`src/rtl/vend_pkg.sv`:
```
// ---------------------------------------------------------------------------
// vend_pkg
// Definitions shared by the vending controller blocks:
//   - vend_state_t : coin/credit FSM states (IDLE, CREDIT, CHANGE)
//   - COIN_*       : coin codes presented by the slot front end
//   - DEF_*        : default credit ceiling and coin values, in 25-cent units
//   - coin_is_valid: true for the three one-hot coin codes
// ---------------------------------------------------------------------------
package vend_pkg;

   // IDLE holds no credit, CREDIT holds some, CHANGE waits for the dispenser
   typedef enum logic [1:0] {
      ST_IDLE   = 2'd0,
      ST_CREDIT = 2'd1,
      ST_CHANGE = 2'd2
   } vend_state_t;

   localparam logic [2:0] COIN_NONE = 3'b000;
   localparam logic [2:0] COIN_25   = 3'b001;
   localparam logic [2:0] COIN_50   = 3'b010;
   localparam logic [2:0] COIN_100  = 3'b100;

   localparam int DEF_MAX_UNITS = 8;
   localparam int DEF_VAL_C0    = 1;
   localparam int DEF_VAL_C1    = 2;
   localparam int DEF_VAL_C2    = 4;

   // Only the three one-hot codes are real coins; anything else is refused
   function automatic logic coin_is_valid(input logic [2:0] code);
      return (code == COIN_25) || (code == COIN_50) || (code == COIN_100);
   endfunction

endpackage

```
`src/rtl/coin_edge_detect.sv`:
```
// ---------------------------------------------------------------------------
// coin_edge_detect
// Turns the coin-present level from the slot into a single-cycle insertion
// event. Holding got_coin high for any number of cycles yields one event.
//
// Build option: define COIN_SYNC_EN to pass got_coin and coin through a
// two-flop synchroniser before edge detection (mechanical slot or
// asynchronous front end). Without it the inputs are taken as synchronous
// to clk.
//
// Ports:
//   clk       in   system clock, rising edge
//   rst_n     in   asynchronous active-low reset
//   got_coin  in   coin-present level
//   coin      in   coin code, valid while got_coin is high
//   coin_evt  out  one-cycle pulse on each rising edge of got_coin
//   coin_code out  coin code aligned with coin_evt
// ---------------------------------------------------------------------------
module coin_edge_detect
   import vend_pkg::*;
(
   input  logic       clk,
   input  logic       rst_n,
   input  logic       got_coin,
   input  logic [2:0] coin,
   output logic       coin_evt,
   output logic [2:0] coin_code
);

   logic       got_level;
   logic [2:0] code_level;
   logic       got_prev;

`ifdef COIN_SYNC_EN
   logic       got_meta;
   logic       got_sync;
   logic [2:0] coin_meta;
   logic [2:0] coin_sync;

   // Two-stage synchroniser; the code travels alongside the level so both
   // arrive at the edge detector in the same cycle
   always_ff @(posedge clk or negedge rst_n) begin
      if (!rst_n) begin
         got_meta  <= 1'b0;
         got_sync  <= 1'b0;
         coin_meta <= COIN_NONE;
         coin_sync <= COIN_NONE;
      end else begin
         got_meta  <= got_coin;
         got_sync  <= got_meta;
         coin_meta <= coin;
         coin_sync <= coin_meta;
      end
   end

   assign got_level  = got_sync;
   assign code_level = coin_sync;
`else
   assign got_level  = got_coin;
   assign code_level = coin;
`endif

   // History flop clears to 0, so a level already high when reset is
   // released is seen as a fresh insertion
   always_ff @(posedge clk or negedge rst_n) begin
      if (!rst_n) begin
         got_prev <= 1'b0;
      end else begin
         got_prev <= got_level;
      end
   end

   assign coin_evt  = got_level & ~got_prev;
   assign coin_code = code_level;

endmodule

```
`src/rtl/coin_credit_fsm.sv`:
```
// ---------------------------------------------------------------------------
// coin_credit_fsm
// Coin-credit accumulator for the vending controller. Adds coin values to a
// bounded credit register, refuses invalid or overflowing coins, deducts the
// product price on a vend request and hands back change or a full refund
// through a valid/ack handshake.
//
// Build option: COIN_SYNC_EN (see coin_edge_detect) adds a two-flop
// synchroniser on got_coin/coin, giving 3-cycle instead of 1-cycle coin
// latency. vend_req, cancel and change_ack are never synchronised.
//
// Parameters:
//   MAX_UNITS    credit ceiling in 25-cent units
//   VAL_C0/1/2   units credited for coin codes 001 / 010 / 100
//   CW           credit width, derived from MAX_UNITS
//
// Ports:
//   clk, rst_n    clock (rising edge), asynchronous active-low reset
//   got_coin,coin coin-present level and coin code from the slot
//   price_units   price of the selected product
//   vend_req      single-cycle buy request
//   cancel        single-cycle refund request
//   change_ack    dispenser has taken change_units
//   credit        current credit (registered)
//   coin_accept   one-cycle pulse: coin added to credit
//   coin_reject   one-cycle pulse: coin refused
//   vend_ok       one-cycle pulse: price deducted
//   vend_fail     one-cycle pulse: insufficient credit or zero price
//   change_valid  change/refund pending, held until acked
//   change_units  amount to return, stable while change_valid
// ---------------------------------------------------------------------------
module coin_credit_fsm
   import vend_pkg::*;
#(
   parameter int  MAX_UNITS = DEF_MAX_UNITS,
   parameter int  VAL_C0    = DEF_VAL_C0,
   parameter int  VAL_C1    = DEF_VAL_C1,
   parameter int  VAL_C2    = DEF_VAL_C2,
   localparam int CW        = $clog2(MAX_UNITS + 1)
)(
   input  logic          clk,
   input  logic          rst_n,
   input  logic          got_coin,
   input  logic [2:0]    coin,
   input  logic [CW-1:0] price_units,
   input  logic          vend_req,
   input  logic          cancel,
   input  logic          change_ack,
   output logic [CW-1:0] credit,
   output logic          coin_accept,
   output logic          coin_reject,
   output logic          vend_ok,
   output logic          vend_fail,
   output logic          change_valid,
   output logic [CW-1:0] change_units
);

   localparam logic [CW:0] MAX_WIDE = (CW + 1)'(MAX_UNITS);

   vend_state_t   state;
   vend_state_t   state_nxt;
   logic [CW-1:0] credit_nxt;
   logic [CW-1:0] change_nxt;
   logic          accept_nxt;
   logic          reject_nxt;
   logic          ok_nxt;
   logic          fail_nxt;

   logic          coin_evt;
   logic [2:0]    coin_code;
   logic          coin_seen;
   logic [CW:0]   coin_val;
   logic [CW:0]   credit_sum;
   logic          price_ok;
   logic [CW-1:0] remainder;

   coin_edge_detect u_edge (
      .clk       (clk),
      .rst_n     (rst_n),
      .got_coin  (got_coin),
      .coin      (coin),
      .coin_evt  (coin_evt),
      .coin_code (coin_code)
   );

   // Map the captured code onto its value. Code 000 on an edge is not a
   // coin at all and produces no pulse, so it is filtered out here too.
   always_comb begin
      coin_val = '0;
      case (coin_code)
         COIN_25:  coin_val = (CW + 1)'(VAL_C0);
         COIN_50:  coin_val = (CW + 1)'(VAL_C1);
         COIN_100: coin_val = (CW + 1)'(VAL_C2);
         default:  coin_val = '0;
      endcase
   end

   assign coin_seen  = coin_evt && (coin_code != COIN_NONE);
   // One extra bit so an overflowing coin is detected rather than wrapping
   assign credit_sum = {1'b0, credit} + coin_val;
   assign price_ok   = (price_units != '0) && (credit >= price_units);
   assign remainder  = credit - price_units;

   // Next-state and next-output decode. Within a cycle cancel outranks
   // vend_req, which outranks a coin edge; a coin edge that loses is
   // refused so the customer always sees exactly one coin pulse. A cancel
   // with no credit is a no-op and does not block a vend or a coin.
   always_comb begin
      state_nxt  = state;
      credit_nxt = credit;
      change_nxt = change_units;
      accept_nxt = 1'b0;
      reject_nxt = 1'b0;
      ok_nxt     = 1'b0;
      fail_nxt   = 1'b0;

      case (state)
         ST_IDLE, ST_CREDIT: begin
            if (cancel && (state == ST_CREDIT)) begin
               change_nxt = credit;
               credit_nxt = '0;
               state_nxt  = ST_CHANGE;
               reject_nxt = coin_seen;
            end else if (vend_req) begin
               reject_nxt = coin_seen;
               if (price_ok) begin
                  ok_nxt     = 1'b1;
                  change_nxt = remainder;
                  credit_nxt = '0;
                  state_nxt  = (remainder != '0) ? ST_CHANGE : ST_IDLE;
               end else begin
                  fail_nxt = 1'b1;
               end
            end else if (coin_seen) begin
               if (coin_is_valid(coin_code) && (credit_sum <= MAX_WIDE)) begin
                  accept_nxt = 1'b1;
                  credit_nxt = credit_sum[CW-1:0];
                  state_nxt  = ST_CREDIT;
               end else begin
                  reject_nxt = 1'b1;
               end
            end
         end

         ST_CHANGE: begin
            // Credit is held at zero while change is pending, so coins
            // and purchases are refused until the dispenser acknowledges
            reject_nxt = coin_seen;
            fail_nxt   = vend_req;
            if (change_ack) begin
               change_nxt = '0;
               state_nxt  = ST_IDLE;
            end
         end

         default: begin
            state_nxt  = ST_IDLE;
            credit_nxt = '0;
            change_nxt = '0;
         end
      endcase
   end

   // State and all outputs are registered; change_valid follows the
   // registered state so it is glitch-free toward the dispenser
   always_ff @(posedge clk or negedge rst_n) begin
      if (!rst_n) begin
         state        <= ST_IDLE;
         credit       <= '0;
         change_units <= '0;
         coin_accept  <= 1'b0;
         coin_reject  <= 1'b0;
         vend_ok      <= 1'b0;
         vend_fail    <= 1'b0;
         change_valid <= 1'b0;
      end else begin
         state        <= state_nxt;
         credit       <= credit_nxt;
         change_units <= change_nxt;
         coin_accept  <= accept_nxt;
         coin_reject  <= reject_nxt;
         vend_ok      <= ok_nxt;
         vend_fail    <= fail_nxt;
         change_valid <= (state_nxt == ST_CHANGE);
      end
   end

endmodule

```
`config.mk`:
```
export PLATFORM = sky130hd
export DESIGN_NAME = coin_credit_fsm
export DESIGN_NICKNAME = d
export VERILOG_FILES = /design/src/rtl/vend_pkg.sv /design/src/rtl/coin_edge_detect.sv /design/src/rtl/coin_credit_fsm.sv
export SDC_FILE = /design/constraint.sdc
export NUM_CORES = 1
export LEC_CHECK = 0
export ABC_AREA = 0
export CORE_UTILIZATION = 49
export CTS_CLUSTER_SIZE = 30
export DETAILED_ROUTE_END_ITERATION = 16
export HOLD_SLACK_MARGIN = 0.05
export PLACE_DENSITY = 0.78
export SKIP_CTS_REPAIR_TIMING = 1
export SYNTH_ARGS = -nofsm -noshare
export SYNTH_HDL_FRONTEND = slang
export SYNTH_HIERARCHICAL = 1
export SYNTH_SLANG_ARGS = --single-unit
```
`constraint.sdc`:
```
create_clock -name clk -period 2.55 [get_ports clk]
set_input_delay 0.51 -clock clk [delete_from_list [all_inputs] [get_ports clk]]
set_output_delay 0.51 -clock clk [all_outputs]
set_load 0.05 [all_outputs]
```
==> metrics.txt <==
Max Clk Rate 408.9 MHz; Primary FF master, synth dfrtp_1; Max FO, Critical Path 3; Clock Latency Late Sink 0.29 ns; Synth Area per Inst 9.557 sq um; worst setup margin 0.1044 ns; VDD IR-drop max 0.7084 mV; row count 17; Netlist cell types 48; die area 2518 sq um; Die X 50.18 um; PwrDens 802.6 nW/um^2; DR vias/cell 5.577; final hold vios 0; Tmin final 2.446 ns; status completed; Root Driver clkbuf_4; Hold WS 0.5000 ns; Routed WL 2655 um; hold crit path type flip-flop to flip-flop; Synth Warn # 6; Nets 178; CTS sink count 16; RSZ-0062 raised after global routing true; Core ar. 2191 sq um; final max-slew violation count 0; via count 1,015; Async S/R FF share, synth 100.0%; synthesized net count 141; PnR Total Power 1.236 mW; DRT iter0 DRCs 24; CP arrival 2.65 ns; Setup crit start kind input pin; clock slew at reported path FFs 0.09 ns; leakage 0.6958 nW; Setup Crit Path Kind input pin to flip-flop; Area Overhead vs Synth 35.42%; largest net degree at the start of global routing 17; vias in the first global route 1,031; Total GRT Usage 24.19%; Max-Slew Margin vs Limit 52.11%; global route overflow 0; count of input and output buffers 25; n_diodes 0; crit path cell chain dlymetal6s2s_1 > nor3b_4 > ha_2 > inv_2 > fa_2 > nor2b_2 > a32o_1 > o211ai_1 > buf_4 > nor2_1 > a211oi_2; CP delay by family, top compound AO/OA/AOI/OAI gates; total of max-cap violations 0; Initial Util 51.91%; Setup WS pre-CTS -0.5445 ns; Post-DRT Antenna Nets 0; first-pass GRT wire length 4581 um; CTS tree done; #FFs+latches synth 16; H-tree depth reported by CTS 1; Crit path buffers/inverters 3; Worst-Margin Slew 0.7160 ns; Post-route DRC 0; layout cell share with drive strength beyond 1 20.78%; Setup Skew 0.001348 ns; # IOs 26; Post-synth EDFFs 0; CP Capture Type flip-flop; Worst path slowest cell fa_2; die height 50.18 um; CTS buffer count 3; Synth Instances 119; gpl congestion 0.9140; final-report setup violation count 0; Setup TNS Final 0 ns; Routed wire per std cell 14.59 um; CP peak stage delay 0.44 ns; Netlist Area Pre-Place 1137 sq um; Seq/Total Area, Yosys 35.20%; antenna violations before repair 0; Tcrit/Tclk final 95.90%; Longest Clk Path Bufs 2; worst path required time 2.75 ns; TritonRoute pass-1 iters 4; Final HPWL DP 2103 um
cells in the final DEF, fill, tap and decap left out, types with 5 or more instances in the layout:
master           synthesis  routed
dfrtp_1                 16      16
nand2_1                  8       8
buf_4                    3      11
ha_1                     7       6
o21ai_0                  6       6
clkdlybuf4s50_1          0      22
nor2_1                   7       7
a21oi_1                  6       6
inv_1                    9       8
o31ai_1                  5       5
worst register-to-register path: stages (launching register included):
cell,delay (ns)
dfrtp_1,0.51
inv_1,0.14
fa_2,0.48
nor2b_2,0.16
a32o_1,0.19
o211ai_1,0.26
buf_4,0.18
nor2_1,0.05
a211oi_2,0.21
metrics by stage:
| stage | cell area [sq um] | std cells | util, % |
|---|---|---|---|
| finish | 1540 | 182 | 70.30 |
| global route | 1540 | 182 | 70.30 |
| CTS | 1506 | 181 | 68.76 |
| detailed placement | 1484 | 178 | 67.73 |
| global placement | 1484 | 178 | 67.73 |
| floorplan | 1161 | 119 | - |
metal layers:
| layer | GRT usage [%] | share of wire (%) |
|---|---|---|
| met5 | 0 | 0 |
| met4 | 8.571 | 2.3 |
| met3 | 1.818 | 3.7 |
| met2 | 38.89 | 47 |
| met1 | 34.05 | 46 |
sequential cells by signal (all words and copies together), names as in the netlist:
name	flops
u_edge/got_prev	1
credit	4
change_units	4
coin_reject	1
change_valid	1
coin_accept	1
vend_ok	1
vend_fail	1
state	2
synth_stat cells (2+ instances only):
library cell | n | area [sq um]
dfrtp_1 | 16 | 400.4
inv_1 | 9 | 33.78
nand2_1 | 8 | 30.03
ha_1 | 7 | 87.58
nor2_1 | 7 | 26.28
a21oi_1 | 6 | 30.03
o21ai_0 | 6 | 30.03
o31ai_1 | 5 | 37.54
a211oi_1 | 4 | 30.03
buf_4 | 3 | 22.52
nor2b_1 | 3 | 18.77
fa_1 | 2 | 40.04
mux2_1 | 2 | 22.52
nand2b_1 | 2 | 12.51
nor3_1 | 2 | 10.01
o211ai_1 | 2 | 15.01
o22ai_1 | 2 | 12.51
or3_1 | 2 | 12.51
xnor2_1 | 2 | 17.52
report_power, final:
part           total [mW]  internal (mW)  switching (mW)
Clock               0.136         0.0549          0.0814
Sequential          0.400          0.322          0.0776
Combinational       0.700          0.289           0.410
layout make-up:
type | count | area, sq um
Multi-Input combinational cell | 89 | 704.4
Fill cell | 172 | 650.6
Sequential cell | 16 | 400.4
Timing Repair Buffer | 36 | 340.3
Inverter | 10 | 37.54
Tap cell | 28 | 35.03
Clock buffer | 3 | 22.52
logic make-up (layout without fill, tap and decap cells):
family                     count (synthesis)  in the layout  share of synthesized area [%]
xor gates and xnor gates                   3              3                          2.311
buffers and inverters                     14             49                          5.610
adders and majority gates                  9              9                          11.22
muxes                                      3              3                          2.860
AOI/OAI and AO/OA                         38             38                          23.65
and+or+nand+nor                           36             36                          19.14
DFF                                       16             16                          35.20
worst paths after layout:
kind                                    to             from  cells past startpoint  slack, ns
setup / recovery               coin_reject          coin[1]                     11       0.10
hold / removal             change_units[0]  change_units[0]                      1       0.50
setup reg to reg               coin_reject        credit[1]                      8       0.26
hold reg to reg            change_units[0]  change_units[0]                      1       0.50
max in group asynchronous  change_units[2]            rst_n                      1       1.46
min in group asynchronous         state[1]            rst_n                      1       0.64
(Power assumes the default switching activity.)
